File: src/rtl/uart_pkg.sv
// Shared UART definitions: FSM state encoding and default frame geometry.
// Used by uart_rx and intended for reuse by the companion transmitter.
package uart_pkg;

  localparam int UART_OVERSAMPLE    = 16;
  localparam int UART_NB_DATA       = 8;
  localparam int UART_NB_STOP_TICKS = 16;

  typedef enum logic [2:0] {
    ST_IDLE   = 3'd0,
    ST_START  = 3'd1,
    ST_DATA   = 3'd2,
    ST_PARITY = 3'd3,
    ST_STOP   = 3'd4
  } uart_state_t;

  function automatic int max_int(input int a, input int b);
    return (a > b) ? a : b;
  endfunction

endpackage

File: src/rtl/uart_rx_sync_2ff.sv
// Generic two-flop synchroniser for asynchronous inputs.
// RST_VAL selects the value both stages take during reset (1 for idle-high lines).
module sync_2ff #(
  parameter int   WIDTH   = 1,
  parameter logic RST_VAL = 1'b1
) (
  input  logic             i_clock,
  input  logic             i_reset,
  input  logic [WIDTH-1:0] i_d,
  output logic [WIDTH-1:0] o_q
);

  logic [WIDTH-1:0] meta;

  // Two back-to-back flops give metastability time before the value is used.
  always_ff @(posedge i_clock or negedge i_reset) begin
    if (!i_reset) begin
      meta <= {WIDTH{RST_VAL}};
      o_q  <= {WIDTH{RST_VAL}};
    end else begin
      meta <= i_d;
      o_q  <= meta;
    end
  end

endmodule

File: src/rtl/uart_rx.sv
// 16x-oversampled UART receiver, 8N1 by default, LSB first.
// Optional even-parity bit and o_parity_err port when UART_RX_PARITY_EN is defined.
//
//   state     | meaning
//   ----------+------------------------------------------------------------
//   ST_IDLE   | line idle, waiting for rx_s low
//   ST_START  | timing to mid start bit; high there means glitch, go idle
//   ST_DATA   | sampling NB_DATA bits at the centre of each bit period
//   ST_PARITY | (UART_RX_PARITY_EN only) sampling the parity bit
//   ST_STOP   | waiting NB_STOP_TICKS, then sampling stop bit and strobing
module uart_rx
  import uart_pkg::*;
#(
  parameter int NB_DATA       = UART_NB_DATA,
  parameter int NB_STOP_TICKS = UART_NB_STOP_TICKS,
  parameter int OVERSAMPLE    = UART_OVERSAMPLE
) (
  input  logic               i_clock,
  input  logic               i_reset,
  input  logic               i_tick,
  input  logic               i_rx,
  output logic [NB_DATA-1:0] o_data,
  output logic               o_rx_done,
  output logic               o_frame_err,
`ifdef UART_RX_PARITY_EN
  output logic               o_parity_err,
`endif
  output logic               o_busy
);

  localparam int S_W = $clog2(max_int(OVERSAMPLE, NB_STOP_TICKS));
  localparam int N_W = $clog2(NB_DATA);

  localparam logic [S_W-1:0] S_MID  = S_W'(OVERSAMPLE / 2 - 1);
  localparam logic [S_W-1:0] S_BIT  = S_W'(OVERSAMPLE - 1);
  localparam logic [S_W-1:0] S_STOP = S_W'(NB_STOP_TICKS - 1);
  localparam logic [N_W-1:0] N_LAST = N_W'(NB_DATA - 1);

`ifdef UART_RX_PARITY_EN
  localparam uart_state_t ST_AFTER_DATA = ST_PARITY;
`else
  localparam uart_state_t ST_AFTER_DATA = ST_STOP;
`endif

  uart_state_t        state;
  logic [S_W-1:0]     s;
  logic [N_W-1:0]     n;
  logic [NB_DATA-1:0] shift_reg;
  logic               rx_s;
`ifdef UART_RX_PARITY_EN
  logic               parity_bit;
`endif

  sync_2ff #(
    .WIDTH   (1),
    .RST_VAL (1'b1)
  ) u_sync_rx (
    .i_clock (i_clock),
    .i_reset (i_reset),
    .i_d     (i_rx),
    .o_q     (rx_s)
  );

  // Receive FSM: tick-driven bit timing, shifting, and registered result outputs.
  always_ff @(posedge i_clock or negedge i_reset) begin
    if (!i_reset) begin
      state        <= ST_IDLE;
      s            <= '0;
      n            <= '0;
      shift_reg    <= '0;
      o_data       <= '0;
      o_rx_done    <= 1'b0;
      o_frame_err  <= 1'b0;
      o_busy       <= 1'b0;
`ifdef UART_RX_PARITY_EN
      parity_bit   <= 1'b0;
      o_parity_err <= 1'b0;
`endif
    end else begin
      o_rx_done <= 1'b0;
      case (state)
        ST_IDLE: begin
          // Start detection does not wait for a tick so back-to-back frames
          // lose no time after the strobe.
          if (!rx_s) begin
            state  <= ST_START;
            s      <= '0;
            o_busy <= 1'b1;
          end
        end

        ST_START: begin
          if (i_tick) begin
            if (s == S_MID) begin
              if (!rx_s) begin
                state <= ST_DATA;
                s     <= '0;
                n     <= '0;
              end else begin
                state  <= ST_IDLE;
                o_busy <= 1'b0;
              end
            end else begin
              s <= s + 1'b1;
            end
          end
        end

        ST_DATA: begin
          if (i_tick) begin
            if (s == S_BIT) begin
              // Right shift: first bit received ends up in the LSB.
              shift_reg <= {rx_s, shift_reg[NB_DATA-1:1]};
              s         <= '0;
              if (n == N_LAST) begin
                state <= ST_AFTER_DATA;
              end else begin
                n <= n + 1'b1;
              end
            end else begin
              s <= s + 1'b1;
            end
          end
        end

`ifdef UART_RX_PARITY_EN
        ST_PARITY: begin
          if (i_tick) begin
            if (s == S_BIT) begin
              parity_bit <= rx_s;
              s          <= '0;
              state      <= ST_STOP;
            end else begin
              s <= s + 1'b1;
            end
          end
        end
`endif

        ST_STOP: begin
          if (i_tick) begin
            if (s == S_STOP) begin
              // A bad stop bit still delivers the byte; the error flag tells.
              o_data      <= shift_reg;
              o_frame_err <= ~rx_s;
`ifdef UART_RX_PARITY_EN
              o_parity_err <= (^shift_reg) ^ parity_bit;
`endif
              o_rx_done   <= 1'b1;
              s           <= '0;
              state       <= ST_IDLE;
              o_busy      <= 1'b0;
            end else begin
              s <= s + 1'b1;
            end
          end
        end

        default: begin
          state  <= ST_IDLE;
          o_busy <= 1'b0;
        end
      endcase
    end
  end

endmodule

File: config.mk
export PLATFORM = sky130hd
export DESIGN_NAME = uart_rx
export DESIGN_NICKNAME = d
export VERILOG_FILES = /design/src/rtl/uart_pkg.sv /design/src/rtl/uart_rx_sync_2ff.sv /design/src/rtl/uart_rx.sv
export SDC_FILE = /design/constraint.sdc
export NUM_CORES = 1
export LEC_CHECK = 0
export CAP_MARGIN = 20
export CORE_UTILIZATION = 60
export DETAILED_ROUTE_END_ITERATION = 10
export PLACE_DENSITY = 0.83
export SLEW_MARGIN = 10
export SYNTH_ARGS = -nofsm -noshare
export SYNTH_HDL_FRONTEND = slang
export SYNTH_SLANG_ARGS = --single-unit
export TNS_END_PERCENT = 100
File: constraint.sdc
create_clock -name i_clock -period 3.55 [get_ports i_clock]
set_input_delay 0.355 -clock i_clock [delete_from_list [all_inputs] [get_ports i_clock]]
set_output_delay 0.355 -clock i_clock [all_outputs]
set_load 0.05 [all_outputs]
==> results of run 1 <==
## through the flow
stage          instance area, um2  hold slack, ns  std cells  power, uW
3_3_place_gp                 1670           0.350        172        581
5_1_grt                      1750           0.368        180        918
4_1_cts                      1750           0.366        180        879
2_1_floorplan                1530          0.0594        137        543
6_report                     1750           0.363        180        875
3_5_place_dp                 1670           0.348        172        587
## power by group through the flow
stage | clock network, uW | registers [uW] | logic, uW
final | 292 | 424 | 159
after global routing | 310 | 429 | 178
after CTS | 296 | 423 | 160
after detailed placement | 0 | 430 | 157
after global placement | 0 | 427 | 154
after floorplan | 0 | 429 | 115
## logic make-up (layout without fill, tap and decap cells)
kind of cell | after synthesis | in the layout | synth area share
simple gates | 57 | 57 | 0.210
flops | 31 | 31 | 0.508
compound gates | 24 | 24 | 0.117
buf+inv | 11 | 26 | 0.0392
mux | 10 | 10 | 0.0956
fa+ha+maj | 3 | 3 | 0.0245
xor+xnor | 1 | 1 | 0.00572
## layer usage
| metal | share of wire | routed length [um] | GRT usage | vias to the layer above |
|---|---|---|---|---|
| li1 | - | - | - | 512 |
| met1 | 0.46 | 1310 | 0.334 | 524 |
| met2 | 0.47 | 1340 | 0.371 | 32 |
| met3 | 0.047 | 134 | 0.0609 | 5 |
| met4 | 0.019 | 53 | 0.136 | 0 |
| met5 | 0 | 0 | 0 | - |
## cell type report
type | instances | area, um2
Tap cell | 28 | 35.0
Multi-Input combinational cell | 95 | 693
Inverter | 3 | 11.3
Clock buffer | 6 | 51.3
Sequential cell | 31 | 778
Timing Repair Buffer | 15 | 148
Fill cell | 166 | 567
Clock inverter | 2 | 35.0
## cells in the mapped netlist (2+ instances only)
library cell	instances	share of area
a211oi_1	2	0.0098
a21o_1	3	0.015
a21oi_1	3	0.0098
a22o_1	2	0.011
and3_1	4	0.016
buf_2	6	0.020
dfrtp_1	29	0.47
dfstp_2	2	0.034
ha_1	3	0.025
inv_1	2	0.0049
mux2_4	9	0.088
nand2_1	24	0.059
nand2b_1	2	0.0082
nand3_1	2	0.0065
nand3_4	2	0.023
nor2_1	5	0.012
nor3_1	2	0.0065
nor3b_1	4	0.020
nor4_1	2	0.0082
o21a_1	2	0.0098
o21ai_1	5	0.016
## final timing paths
check | startpoint | end | slack [ns] | cells after the start
hold reg to reg | u_sync_rx.meta | u_sync_rx.o_q | 0.36 | 0
setup / recovery | s[0] | n[1] | 1.63 | 5
max in group asynchronous | i_reset | u_sync_rx.o_q | 2.81 | 2
min in group asynchronous | i_reset | s[1] | 0.39 | 2
hold / removal | u_sync_rx.meta | u_sync_rx.o_q | 0.36 | 0
setup reg to reg | s[0] | n[1] | 1.63 | 5
## critical path: stages, from the launching register on
cell	delay, ns
dfrtp_1	0.41
ha_1	0.27
and4_1	0.42
nand3_4	0.18
a2bb2oi_2	0.22
mux2_4	0.30
==> out/qor.yml, run 1 <==
numCtsBuffers: 5
cts_sinks: 31
layout_min_cycle_time_ns: 1.92
die_h_um: 52.5
utilization: 0.756
power_frac_seq: 0.485
drive_gt1_frac: 0.171
dp_hpwl_um: 1830
io_pins: 15
drt_iter0_drc: 28
drt_wl_total_um: 2840
num_vias: 1073
synth-async-reset-ratio: 1.00
switching_share: 0.289
grt_pass1_wl_um: 4750
synth_cell_types: 43
start_util: 0.661
cp.arrival_ns: 2.13
syn_to_final_growth_pct: 14.4
clk_pin_slew_ns: 0.09
hold_class: "flip-flop to flip-flop"
grt_max_degree: 32
rsz0062_at_grt: "no"
cts_tree: "yes"
cp-end-kind: "flip-flop"
grt_pass1_vias: 1001
setup.worst_path.start_class: "flip-flop"
pwr-share-comb: 0.182
leakage_uw: 0.000862
drv_slew: 0
drc: 0
io_buffers: 14
postSynthCellCount: 137
clockBufferDepth: 2
postCtsResizedCells: 0
antenna_found_initial: 0
timing.slew.headroom: 0.586
viasPerCell: 5.96
cts_hold_buffers: 0
power_switching_uw: 253
max_clock_freq_ghz: 0.522
synth_ff_type: "dfrtp_1"
die_w_um: 52.5
clk-insertion-delay-late_ns: 0.34
num_rows: 17
status: "finished clean"
core_um2: 2320
postCtsSetupRepairBufs: 0
wl_per_cell_um: 15.8
clock_skew_ns: 0.0152
hold_viol_final: 0
ant_nets: 0
place_ws_ns: 1.34
syn_nets: 144
min_period_over_period: 0.540
p_int_uw: 623
worst_slew_pin_slew_ns: 0.621
clock_tree.root_cell: "clkbuf_4"
power_frac_clock: 0.333
cp.required_ns: 3.77
final_net_count: 158
fin_ws_ns: 1.63
syn-cell-area_um2: 1530
powerDensity_nw_per_um2: 500
critPathKind: "flip-flop to flip-flop"
finalSetupViolCount: 0
yosysWarningCount: 0
grt.overflow.total: 0
synth_seq_area_share: 0.508
ys_seq_elements: 31
grt_usage: 0.250
dr.pass1.iters: 4
crit_fanout: 11
synth_enable_flop_cells: 0
gp_congestion: 0.815
final_common_cell: "dfrtp_1"
antenna_cells: 0
htreeDepth: 2
peakVddDrop_mv: 0.479
syn_avg_cell_area_um2: 11.2
setup_tns_ns: 0
drv_cap: 0
die-area_um2: 2760
most-common-layout-cells: "29 x dfrtp_1, 24 x nand2_1, 14 x clkdlybuf4s50_1, 9 x mux2_4"
No activity file was read; power rests on OpenSTA's default activity.
==> run 2, diff against run 1 <==
Settings changed: CORE_UTILIZATION 60 to 50, PLACE_DENSITY 0.83 to 0.74.
Clock period 3.55 ns to 1.75 ns, I/O delays scaled along.
==> run 2 against run 1 <==
The flow now finishes with violations (DRC). Sequential power up 100%. Largest power group unchanged. Clock skew down 0.0046 ns. Critical path depth decreased by 4. Core utilization fell by 11 points. Clock power is 100% higher. Wire length decreased by 3.9%. Count of clock-buffer cells in the layout unchanged. Global-route usage decreased by 5.0 points. Combinational power grew 140%. Via count increased by 0.93%. Final cell count is 6.1% higher. Sequential cell count stayed put.
==> out/qor.yml, run 2 (synthesized netlist as in run 1, its figures left out) <==
worst_slew_pin_slew_ns: 0.499
gp_congestion: 0.851
grt_pass1_wl_um: 4910
antenna_cells: 0
finalSetupViolCount: 0
drv_cap: 0
grt_usage: 0.200
crit_buf_inv: 1
dp_hpwl_um: 1950
num_rows: 19
wl_per_cell_um: 14.3
cts_hold_buffers: 0
critPathKind: "flip-flop to primary output"
leakage_uw: 0.000925
io_pins: 15
r2r-start: "s[1]"
grt_max_degree: 32
drt_wl_total_um: 2730
cp.required_ns: 1.57
violations: "DRC"
cp-end-kind: "primary output"
clockBufferDepth: 2
io_buffers: 14
die-area_um2: 3290
grt.overflow.total: 0
peakVddDrop_mv: 0.649
numCtsBuffers: 5
viasPerCell: 5.67
grt_pass1_vias: 1115
finalNonFillerCells: 191
cp.arrival_ns: 1.51
clock_skew_ns: 0.0106
start_util: 0.541
most-common-layout-cells: "28 x dfrtp_1, 24 x nand2_1, 12 x clkdlybuf4s50_1, 9 x mux2_4, 9 x buf_4"
hold_class: "primary input to async pin"
fillerInstances: 232
clk-insertion-delay-late_ns: 0.33
drt_iter0_drc: 33
power_switching_uw: 513
syn_to_final_growth_pct: 19.9
min_period_over_period: 0.964
status: "finished, violations left"
critical_path.max_stage_delay_ns: 0.81
crit_chain: "clkdlybuf4s50_1"
max_clock_freq_ghz: 0.593
p_int_uw: 1290
final_net_count: 166
cts_sinks: 31
powerDensity_nw_per_um2: 984
htreeDepth: 2
rsz0062_at_grt: "no"
clock_tree.root_cell: "clkbuf_4"
postCtsSetupRepairBufs: 0
timing.slew.headroom: 0.667
layout_min_cycle_time_ns: 1.69
critPathTopFamily: "buffers and inverters"
pwr-share-comb: 0.208
setup.worst_path.start_class: "flip-flop"
total_power_uw: 1810
die_h_um: 57.3
die_w_um: 57.3
switching_share: 0.284
slowest_stage: "clkdlybuf4s50_1"
power_frac_clock: 0.323
ant_nets: 0
num_vias: 1083
power_frac_seq: 0.469
final_common_cell: "dfrtp_1"
drv_slew: 0
startpoint: "o_data[0]"
setup_tns_ns: 0
drive_gt1_frac: 0.231
hold_viol_final: 0
drc: 4
crit_fanout: 2
antenna_found_initial: 0
dr.pass1.iters: 8
placed_cells: 183
clk_pin_slew_ns: 0.10
postCtsResizedCells: 0
cts_tree: "yes"
core_um2: 2830
[run 2: changes by cell type in the layout (fill, tap and decap cells not counted)]
cell and delta:
a2bb2oi_2 -1, a2bb2oi_4 +1, ha_1 -1, buf_4 +8, dlymetal6s2s_1 +2, and4_2 +1, ha_2 +1, clkdlybuf4s50_1 -2
dfrtp_2 +1, dfrtp_1 -1, and4_1 -1
[run 2: metal layers]
metal  part of all wire  global-route usage  up-vias  wire length [um]
met5                  0                   0        -                 0
met4              0.019              0.0801        0                53
met3              0.046              0.0658        5               126
met2               0.47               0.326       23              1280
met1               0.47               0.246      528              1270
li1                   -                   -      527                 -
[run 2: area by class of cell]
| cell class | count | area, um2 | share of cell area |
|---|---|---|---|
| clock inverter | 2 | 35.0 | 0.0191 |
| sequential | 31 | 779 | 0.424 |
| clock buffer | 6 | 51.3 | 0.0279 |
| inverter | 3 | 11.3 | 0.00613 |
| tap | 31 | 38.8 | 0.0211 |
| timing repair buffer | 23 | 213 | 0.116 |
| multi-input combinational | 95 | 708 | 0.386 |
[run 2: per-stage QoR]
step                      utilization  area (um2)  setup slack, ns  hold slack, ns
after floorplan                     -        1530           0.0766          -0.121
after global placement          0.611        1730          0.00432           0.346
after detailed placement        0.611        1730          -0.0734           0.350
after CTS                       0.642        1820         0.000119           0.215
after global routing            0.649        1840           0.0172           0.222
final                           0.649        1840           0.0635           0.217
[run 2: worst paths after layout]
path / cells past startpoint / end / slack (ns)
max: 1 / o_data[0] / 0.06
min reg2reg: 0 / u_sync_rx.o_q / 0.36
min in group i_clock: 1 / u_sync_rx.meta / 0.23
max reg2reg: 5 / n[1] / 0.10
min: 2 / o_data[6] / 0.22
max in group asynchronous: 2 / u_sync_rx.o_q / 1.22
[run 2: power groups by stage]
stage,Sequential (uW),Combinational (uW),Clock (uW)
3_3_place_gp,855,354,0
5_1_grt,859,425,634
3_5_place_dp,859,371,0
4_1_cts,846,373,604
6_report,848,376,583
2_1_floorplan,870,232,0
==> run 3, diff against run 2 <==
Settings changed: SLEW_MARGIN 10 to 40.
==> results of run 3 <==
Final layout, timing and power as in run 2 (identical DEF).
